<file path="config.mk">
export PLATFORM = sky130hd
export DESIGN_NAME = frame_transmitter
export DESIGN_NICKNAME = d
export VERILOG_FILES = /design/src/rtl/frame_pkg.sv /design/src/rtl/frame_transmitter_parity_gen.sv /design/src/rtl/frame_transmitter.sv
export SDC_FILE = /design/constraint.sdc
export NUM_CORES = 1
export LEC_CHECK = 0
export CORE_AREA = 2 2 51 53
export CTS_BUF_LIST = sky130_fd_sc_hd__clkbuf_8
export CTS_CLUSTER_SIZE = 12
export DETAILED_ROUTE_END_ITERATION = 8
export DIE_AREA = 0 0 53 55
export PLACE_DENSITY = 0.75
export REMOVE_ABC_BUFFERS = 1
export SYNTH_ARGS = -nofsm -noshare
export SYNTH_HDL_FRONTEND = slang
export SYNTH_SLANG_ARGS = --single-unit
export TNS_END_PERCENT = 100
</file>
<file path="constraint.sdc">
create_clock -name control_clock -period 2.7 [get_ports control_clock]
set_input_delay 0.27 -clock control_clock [delete_from_list [all_inputs] [get_ports control_clock]]
set_output_delay 0.27 -clock control_clock [all_outputs]
set_load 0.005 [all_outputs]
</file>
<file path="src/rtl/frame_pkg.sv">
`default_nettype none
// ----------------------------------------------------------------------------
// frame_pkg : shared frame layout and state encoding for the serial link
// Revision  : 1.0
// ----------------------------------------------------------------------------
package frame_pkg;

  typedef enum logic [1:0] {
    IDLE  = 2'd0,
    ARM   = 2'd1,
    DATA  = 2'd2,
    GUARD = 2'd3
  } state_e;

  localparam int FRAME_DATA_WIDTH = 8;
  localparam int FRAME_SIZE       = FRAME_DATA_WIDTH + 3;

  localparam logic START_BIT  = 1'b0;
  localparam logic STOP_BIT   = 1'b1;
  localparam logic IDLE_LEVEL = 1'b1;

  // Field positions within a frame; the receive side decodes with the same map.
  localparam int START_POS  = 0;
  localparam int DATA_LSB   = 1;
  localparam int PARITY_POS = FRAME_DATA_WIDTH + 1;
  localparam int STOP_POS   = FRAME_DATA_WIDTH + 2;

endpackage
`default_nettype wire

</file>
<file path="src/rtl/frame_transmitter_parity_gen.sv">
`default_nettype none
// ----------------------------------------------------------------------------
// parity_gen : combinational parity over a data word (odd or even)
// Revision   : 1.0
// ----------------------------------------------------------------------------
module parity_gen #(
  parameter int DATA_WIDTH = 8,
  parameter int ODD_PARITY = 1
) (
  input  logic [DATA_WIDTH-1:0] data_i,
  output logic                  parity_o
);

  assign parity_o = (^data_i) ^ (ODD_PARITY != 0);

endmodule
`default_nettype wire

</file>
<file path="src/rtl/frame_transmitter.sv">
`default_nettype none
// ----------------------------------------------------------------------------
// frame_transmitter : serializes one word as start, data LSB first, parity, stop
// Revision          : 1.0
// ----------------------------------------------------------------------------
module frame_transmitter
  import frame_pkg::*;
#(
  parameter int DATA_WIDTH  = FRAME_DATA_WIDTH,
  parameter int ODD_PARITY  = 1,
  parameter int GUARD_TICKS = 1
) (
  input  logic                  control_clock,
  input  logic                  reset_n,
  input  logic                  bit_tick,
  input  logic                  send_request,
  input  logic [DATA_WIDTH-1:0] parallel_data,
  output logic                  serial_data,
  output logic                  ready,
  output logic                  busy,
  output logic                  send_done
);

  localparam int CW = $clog2(DATA_WIDTH + 3);
  localparam int GW = (GUARD_TICKS > 0) ? $clog2(GUARD_TICKS + 1) : 1;

  localparam logic [CW-1:0] C_PARITY_CNT = CW'(DATA_WIDTH);
  localparam logic [CW-1:0] C_STOP_CNT   = CW'(DATA_WIDTH + 1);
  localparam logic [CW-1:0] C_END_CNT    = CW'(DATA_WIDTH + 2);
  localparam logic [GW-1:0] C_GUARD_LAST = GW'(GUARD_TICKS - 1);

  state_e                state_q;
  logic [DATA_WIDTH-1:0] tx_shift_q;
  logic                  parity_q;
  logic [CW-1:0]         bit_cnt_q;
  logic [GW-1:0]         guard_cnt_q;
  logic                  serial_q;
  logic                  ready_q;
  logic                  busy_q;
  logic                  done_q;
  logic                  parity_d;

  parity_gen #(
    .DATA_WIDTH (DATA_WIDTH),
    .ODD_PARITY (ODD_PARITY)
  ) u_parity_gen (
    .data_i   (parallel_data),
    .parity_o (parity_d)
  );

  always_ff @(posedge control_clock) begin
    if (!reset_n) begin
      state_q     <= IDLE;
      tx_shift_q  <= '0;
      parity_q    <= 1'b0;
      bit_cnt_q   <= '0;
      guard_cnt_q <= '0;
      serial_q    <= IDLE_LEVEL;
      ready_q     <= 1'b1;
      busy_q      <= 1'b0;
      done_q      <= 1'b0;
    end else begin
      done_q <= 1'b0;
      case (state_q)
        IDLE: begin
          // ready rises one cycle after send_done, so the done cycle never accepts
          serial_q <= IDLE_LEVEL;
          ready_q  <= 1'b1;
          if (ready_q && send_request) begin
            tx_shift_q <= parallel_data;
            parity_q   <= parity_d;
            ready_q    <= 1'b0;
            busy_q     <= 1'b1;
            state_q    <= ARM;
          end
        end
        ARM: begin
          if (bit_tick) begin
            serial_q  <= START_BIT;
            bit_cnt_q <= '0;
            state_q   <= DATA;
          end
        end
        DATA: begin
          if (bit_tick) begin
            if (bit_cnt_q < C_PARITY_CNT) begin
              serial_q   <= tx_shift_q[0];
              tx_shift_q <= tx_shift_q >> 1;
            end else if (bit_cnt_q == C_PARITY_CNT) begin
              serial_q <= parity_q;
            end else if (bit_cnt_q == C_STOP_CNT) begin
              serial_q <= STOP_BIT;
            end else begin
              // this tick closes the stop bit
              serial_q    <= IDLE_LEVEL;
              guard_cnt_q <= '0;
              if (GUARD_TICKS == 0) begin
                done_q  <= 1'b1;
                busy_q  <= 1'b0;
                state_q <= IDLE;
              end else begin
                state_q <= GUARD;
              end
            end
            if (bit_cnt_q != C_END_CNT) begin
              bit_cnt_q <= bit_cnt_q + 1'b1;
            end
          end
        end
        GUARD: begin
          if (bit_tick) begin
            if (guard_cnt_q == C_GUARD_LAST) begin
              done_q  <= 1'b1;
              busy_q  <= 1'b0;
              state_q <= IDLE;
            end else begin
              guard_cnt_q <= guard_cnt_q + 1'b1;
            end
          end
        end
        default: state_q <= IDLE;
      endcase
    end
  end

  assign serial_data = serial_q;
  assign ready       = ready_q;
  assign busy        = busy_q;
  assign send_done   = done_q;

endmodule
`default_nettype wire

</file>
==> impl_metrics.tcl <==
set metrics [dict create \
    run_status "complete, no violations" \
    power_switching_mw 0.503 \
    grt_start_max_net_pins 18 \
    antenna_diode_count 0 \
    global_route.usage.met3_pct 3.49 \
    final_core_density_pct 56.8 \
    netlist-cell-type-count 38 \
    rsz0062_at_grt "no" \
    postSynth.topFlopCell "dfxtp_1" \
    grt_util_met2_pct 32.3 \
    timing_worst_setup_path_type "reg2reg" \
    relSlewSlack_pct 52.0 \
    setup_violations 0 \
    antenna_found_initial 0 \
    finalNonFillerCells 171 \
    postSynthCellCount 126 \
    clock_power_share_pct 15.5 \
    postCtsHoldBufs 0 \
    clk_path_buf_depth 2 \
    layout-drive-gt1-share_pct 6.38 \
    max_cap_viol_count 0 \
    finalNetCount 164 \
    cp_arrival_ns 2.42 \
    endpoint_kind "flip-flop" \
    postSynth.asyncResetShare_pct 0 \
    irDropWorstVdd_mv 0.672 \
    antenna_left 0 \
    cts_inserted_buffers 3 \
    areaGrowthSynthToFinish_pct 18.4 \
    startpoint_type "flip-flop" \
    synth_warnings 0 \
    gr-max-usage-layer "met2" \
    cts_setup_buffers 0 \
    core-area_um2 2360 \
    worst_hold_path_type "reg2reg" \
    power.internal_mw 0.768 \
    max_clock_freq_ghz 0.443 \
    floorplan.io_pins 16 \
    number_of_global_route_vias_before_repair 862 \
    power_per_cell_area_nw_per_um2 946 \
    final_critical_delay_including_setup_and_external_delays_ns 2.26 \
    initial_core_util_pct 47.9 \
    share_comb_of_total_power_pct 51.2 \
    first_pass_grt_wire_length_mm 3.82 \
    routed-via-count 949 \
    cts_root_buf "clkbuf_8" \
    hold_viol 0 \
    power.share.sequential_pct 33.4 \
    ctsResizeCount 0 \
    finalClockSkew_ns 0.00457 \
    layout_common_cells "19 x dfxtp_1, 15 x nor2_1, 15 x clkdlybuf4s50_1" \
    hpwlAfterDp_mm 1.70 \
    number_of_design_rule_violations_left_by_the_first_detailed_router_iteration 24 \
    gr-usage-met1_pct 21.4 \
    drv_slew 0 \
    wire_length_reported_by_the_detailed_router_mm 2.37 \
    total_instance_count_after_detailed_placement 167 \
    vias_per_cell 5.55 \
    route.detailed.drc 0 \
    area_enclosed_by_the_die_boundary_um2 2920 \
    grt.total_usage_pct 18.3 \
    seq_area_frac_synth_pct 33.6 \
    timing.setup.tns_ns 0 \
    clock_slew_at_the_register_clock_pins_of_the_worst_setup_and_hold_paths_ns 0.07 \
    net_switching_share_of_the_total_power_pct 39.6 \
    number_of_enable_flip_flop_cells_after_synthesis 0 \
    cts_tree "done" \
    clkLatencyLatePin_ns 0.26 \
    yosys_register_bits 19 \
    global_route.overflow_total 0 \
    postSynthAreaPerCell_um2 9.00 \
    io_buffers 15 \
    drt_first_pass_iters 6 \
    final_common_cell "dfxtp_1" \
    critPathMaxFanout 17 \
    timing.critical_path.required_ns 2.87 \
    routed_length_per_instance_um 13.8 \
    core.rowCount 18 \
    routabilityCongestion 0.831 \
    cts.sink_count 19 \
    min_period_over_period_pct 83.5 \
    cell_area_synth_um2 1130 \
    cts_max_level 1 \
    die_height_um 55 \
    max_slew.worst_pin.slew_ns 0.720 \
    leakage_nw 0.499 \
    floorplan.die.width_um 53 \
]
-- per-stage QoR --
step                worst slack, ns  hold slack, ns  area, µm²  power [mW]
floorplan                     0.663           0.332       1100       0.898
global placement              0.603           0.456       1300        1.05
detailed placement            0.518           0.461       1300        1.07
CTS                           0.502           0.480       1340        1.27
global route                  0.360           0.519       1340        1.38
finish                        0.445           0.474       1340        1.27
-- metal layers --
metal  part of all wire, %  vias to the layer above
met3                   3.3                        6
li1                      -                      473
met5                     0                        -
met2                    49                       23
met4                   1.3                        0
met1                    46                      447
-- cell families (layout without fill, tap and decap cells) --
kind of cell,after synthesis,count (layout),share of synthesized area [%]
flip-flops,19,19,33.6
AND/OR/NAND/NOR,37,37,16.6
adder cells (fa/ha/maj),10,10,11.0
buffers and inverters,13,28,5.41
multiplexers,8,8,7.06
XOR/XNOR,7,7,5.41
AO/OA/AOI/OAI,32,32,21.0
-- worst max-delay path: stages (launching register included) --
cell and delay, ns:
dfxtp_1 0.42, inv_1 0.11, ha_1 0.46, or3_4 0.48, a221oi_4 0.32, a21oi_1 0.12
a311oi_1 0.25
-- final cells by class --
class | count | area, µm²
Clock buffer | 3 | 41.3
Clock inverter | 1 | 3.75
Fill cell | 235 | 1020
Inverter | 8 | 30.0
Multi-Input combinational cell | 94 | 692
Sequential cell | 19 | 380
Tap cell | 30 | 37.5
Timing Repair Buffer | 16 | 158
-- power by group through the flow --
stage	Clock [mW]	Sequential [mW]	Combinational (mW)
final	0.196	0.424	0.650
after global routing	0.217	0.432	0.729
after CTS	0.201	0.422	0.644
after detailed placement	0	0.429	0.638
after global placement	0	0.422	0.624
after floorplan	0	0.415	0.483
-- path summary, 6_finish.rpt --
path	slack (ns)	cells after the start	end	startpoint
max reg2reg	0.44	6	state_q[0]	state_q[0]
min reg2reg	0.47	2	parity_q	parity_q
min	0.47	2	parity_q	parity_q
max	0.44	6	state_q[0]	state_q[0]
-- cell usage after synthesis, types with 2 or more instances --
cell / n / area (µm²)
nand2_1: 6 / 22.5
ha_1: 10 / 125
a31oi_1: 2 / 12.5
mux2i_1: 8 / 80.1
nand3b_1: 2 / 15.0
a211oi_1: 7 / 52.6
nor2_1: 15 / 56.3
dfxtp_1: 19 / 380
a21oi_1: 9 / 45.0
inv_1: 8 / 30.0
nand3_1: 4 / 20.0
o21ai_0: 2 / 10.0
nand2b_1: 3 / 18.8
clkbuf_1: 2 / 7.51
xnor2_1: 6 / 52.6
-- state kept, by name (all words and copies together) (netlist names) --
signal	count
parity_q	1
busy	1
bit_cnt_q	4
ready	1
serial_data	1
state_q	2
tx_shift_q	8
send_done	1
Power figures use the tool's default switching activity.
==> variant, RTL diff (same flow settings) <==
`FRAME_DATA_WIDTH`: 8 -> 4.
--- a/src/rtl/frame_pkg.sv
+++ b/src/rtl/frame_pkg.sv
@@ -12,7 +12,7 @@
     GUARD = 2'd3
   } state_e;
 
-  localparam int FRAME_DATA_WIDTH = 8;
+  localparam int FRAME_DATA_WIDTH = 4;
   localparam int FRAME_SIZE       = FRAME_DATA_WIDTH + 3;
 
   localparam logic START_BIT  = 1'b0;
Interface: changed (resized parallel_data); port bits go from 16 to 12. No check against the original RTL was run, so the function may have changed too.
==> variant against the original RTL <==
Sequential cell count decreased by 5. Sequential power decreased by 25%. Final area decreased by 24%. Wire length decreased by 28%. Area after synthesis decreased by 25%. Synthesized cell count decreased by 27%. Power decreased by 24%. Worst setup slack improved by 0.33 ns. First-iteration DRC count decreased by 42%. Core utilization decreased by 14 points. Critical endpoint is now bit_cnt_q[1].
==> variant: results (changes against the original RTL) <==
layout cells sized above 1 5.83% (-0.56 points); number of distinct library cells after synthesis 32 (-16%); global-route wire length before repair 2810 um (-26%); outcome complete, no violations; Comb. pwr 472 uW (-27%); DRT iter0 DRCs 14 (-42%); met2 GRT Util 23.8% (-8.5 points); mean post-synth cell area 9.23 um2 (+2.6%); Synth top cells by count dfxtp_1 (14), ha_1 (10), nor2_1 (10); critical path's slowest cell ha_1; maximum VDD drop 615 uV (-8.6%); DR pass1 iterations 4 (-2); final core occ 43.0% (-14 points); biggest regs tx_shift_q: 4 flops, bit_cnt_q: 3 flops, state_q: 2 flops; Synth area leaders dfxtp_1 (33%), ha_1 (15%), mux2i_1 (7.1%), nor2_1 (4.4%), nand2_1 (3.1%); sequential area share after synthesis 33.0% (-0.56 points); met1 usage 14.9% (-6.5 points); routability congestion estimate 0.844 (+1.6%); seq pwr 316 uW (-25%); gr usage total 13.5% (-4.8 points); fillers 240 (+2.1%); DP Worst Slack 0.821 ns (+0.303 ns); vias in the first global route 689 (-20%); pin slew with the least headroom to its limit 0.468 ns (-0.252 ns); Via density 5.19 (-6.5%); DP Area 975 um2 (-25%); Crit path arrival time 2.12 ns (-0.30 ns); input/output buffers 11 (-4); DP HPWL 1290 um (-24%); Nets 123 (-25%); internal power 585 uW (-24%); post_cts resized 0 (unchanged); P_sw 376 uW (-25%); critical path fanouts, max 11 (-6); H-tree level count 1 (unchanged); Post-Route WL 1700 um (-28%)
==> variant: cells by family after synthesis <==
kind of cell    share of synthesized area [%]
compound gates                           19.9
flops                                    33.0
xor+xnor                                 3.09
simple gates                             15.6
mux                                      8.39
fa+ha+maj                                14.7
buf+inv                                  5.30
==> variant: path summary, 6_finish.rpt <==
kind                                 start      endpoint  slack [ns]  cells after the start
worst min register to register    parity_q      parity_q        0.49                      2
worst min-delay path              parity_q      parity_q        0.49                      2
worst max register to register  state_q[0]  bit_cnt_q[1]        0.77                      6
worst max-delay path            state_q[0]  bit_cnt_q[1]        0.77                      6
==> variant: layout make-up <==
| type | instances | area share, % |
|---|---|---|
| Sequential cell | 14 | 27.6 |
| Tap cell | 30 | 3.69 |
| Clock buffer | 3 | 4.06 |
| Multi-Input combinational cell | 69 | 51.6 |
| Inverter | 6 | 2.22 |
| Timing Repair Buffer | 11 | 10.8 |
==> variant: layer usage <==
layer  vias up  share of wire, %
li1        343                 -
met1       321                47
met2        21                46
met3         5               5.3
met4         0               2.1
met5         -                 0
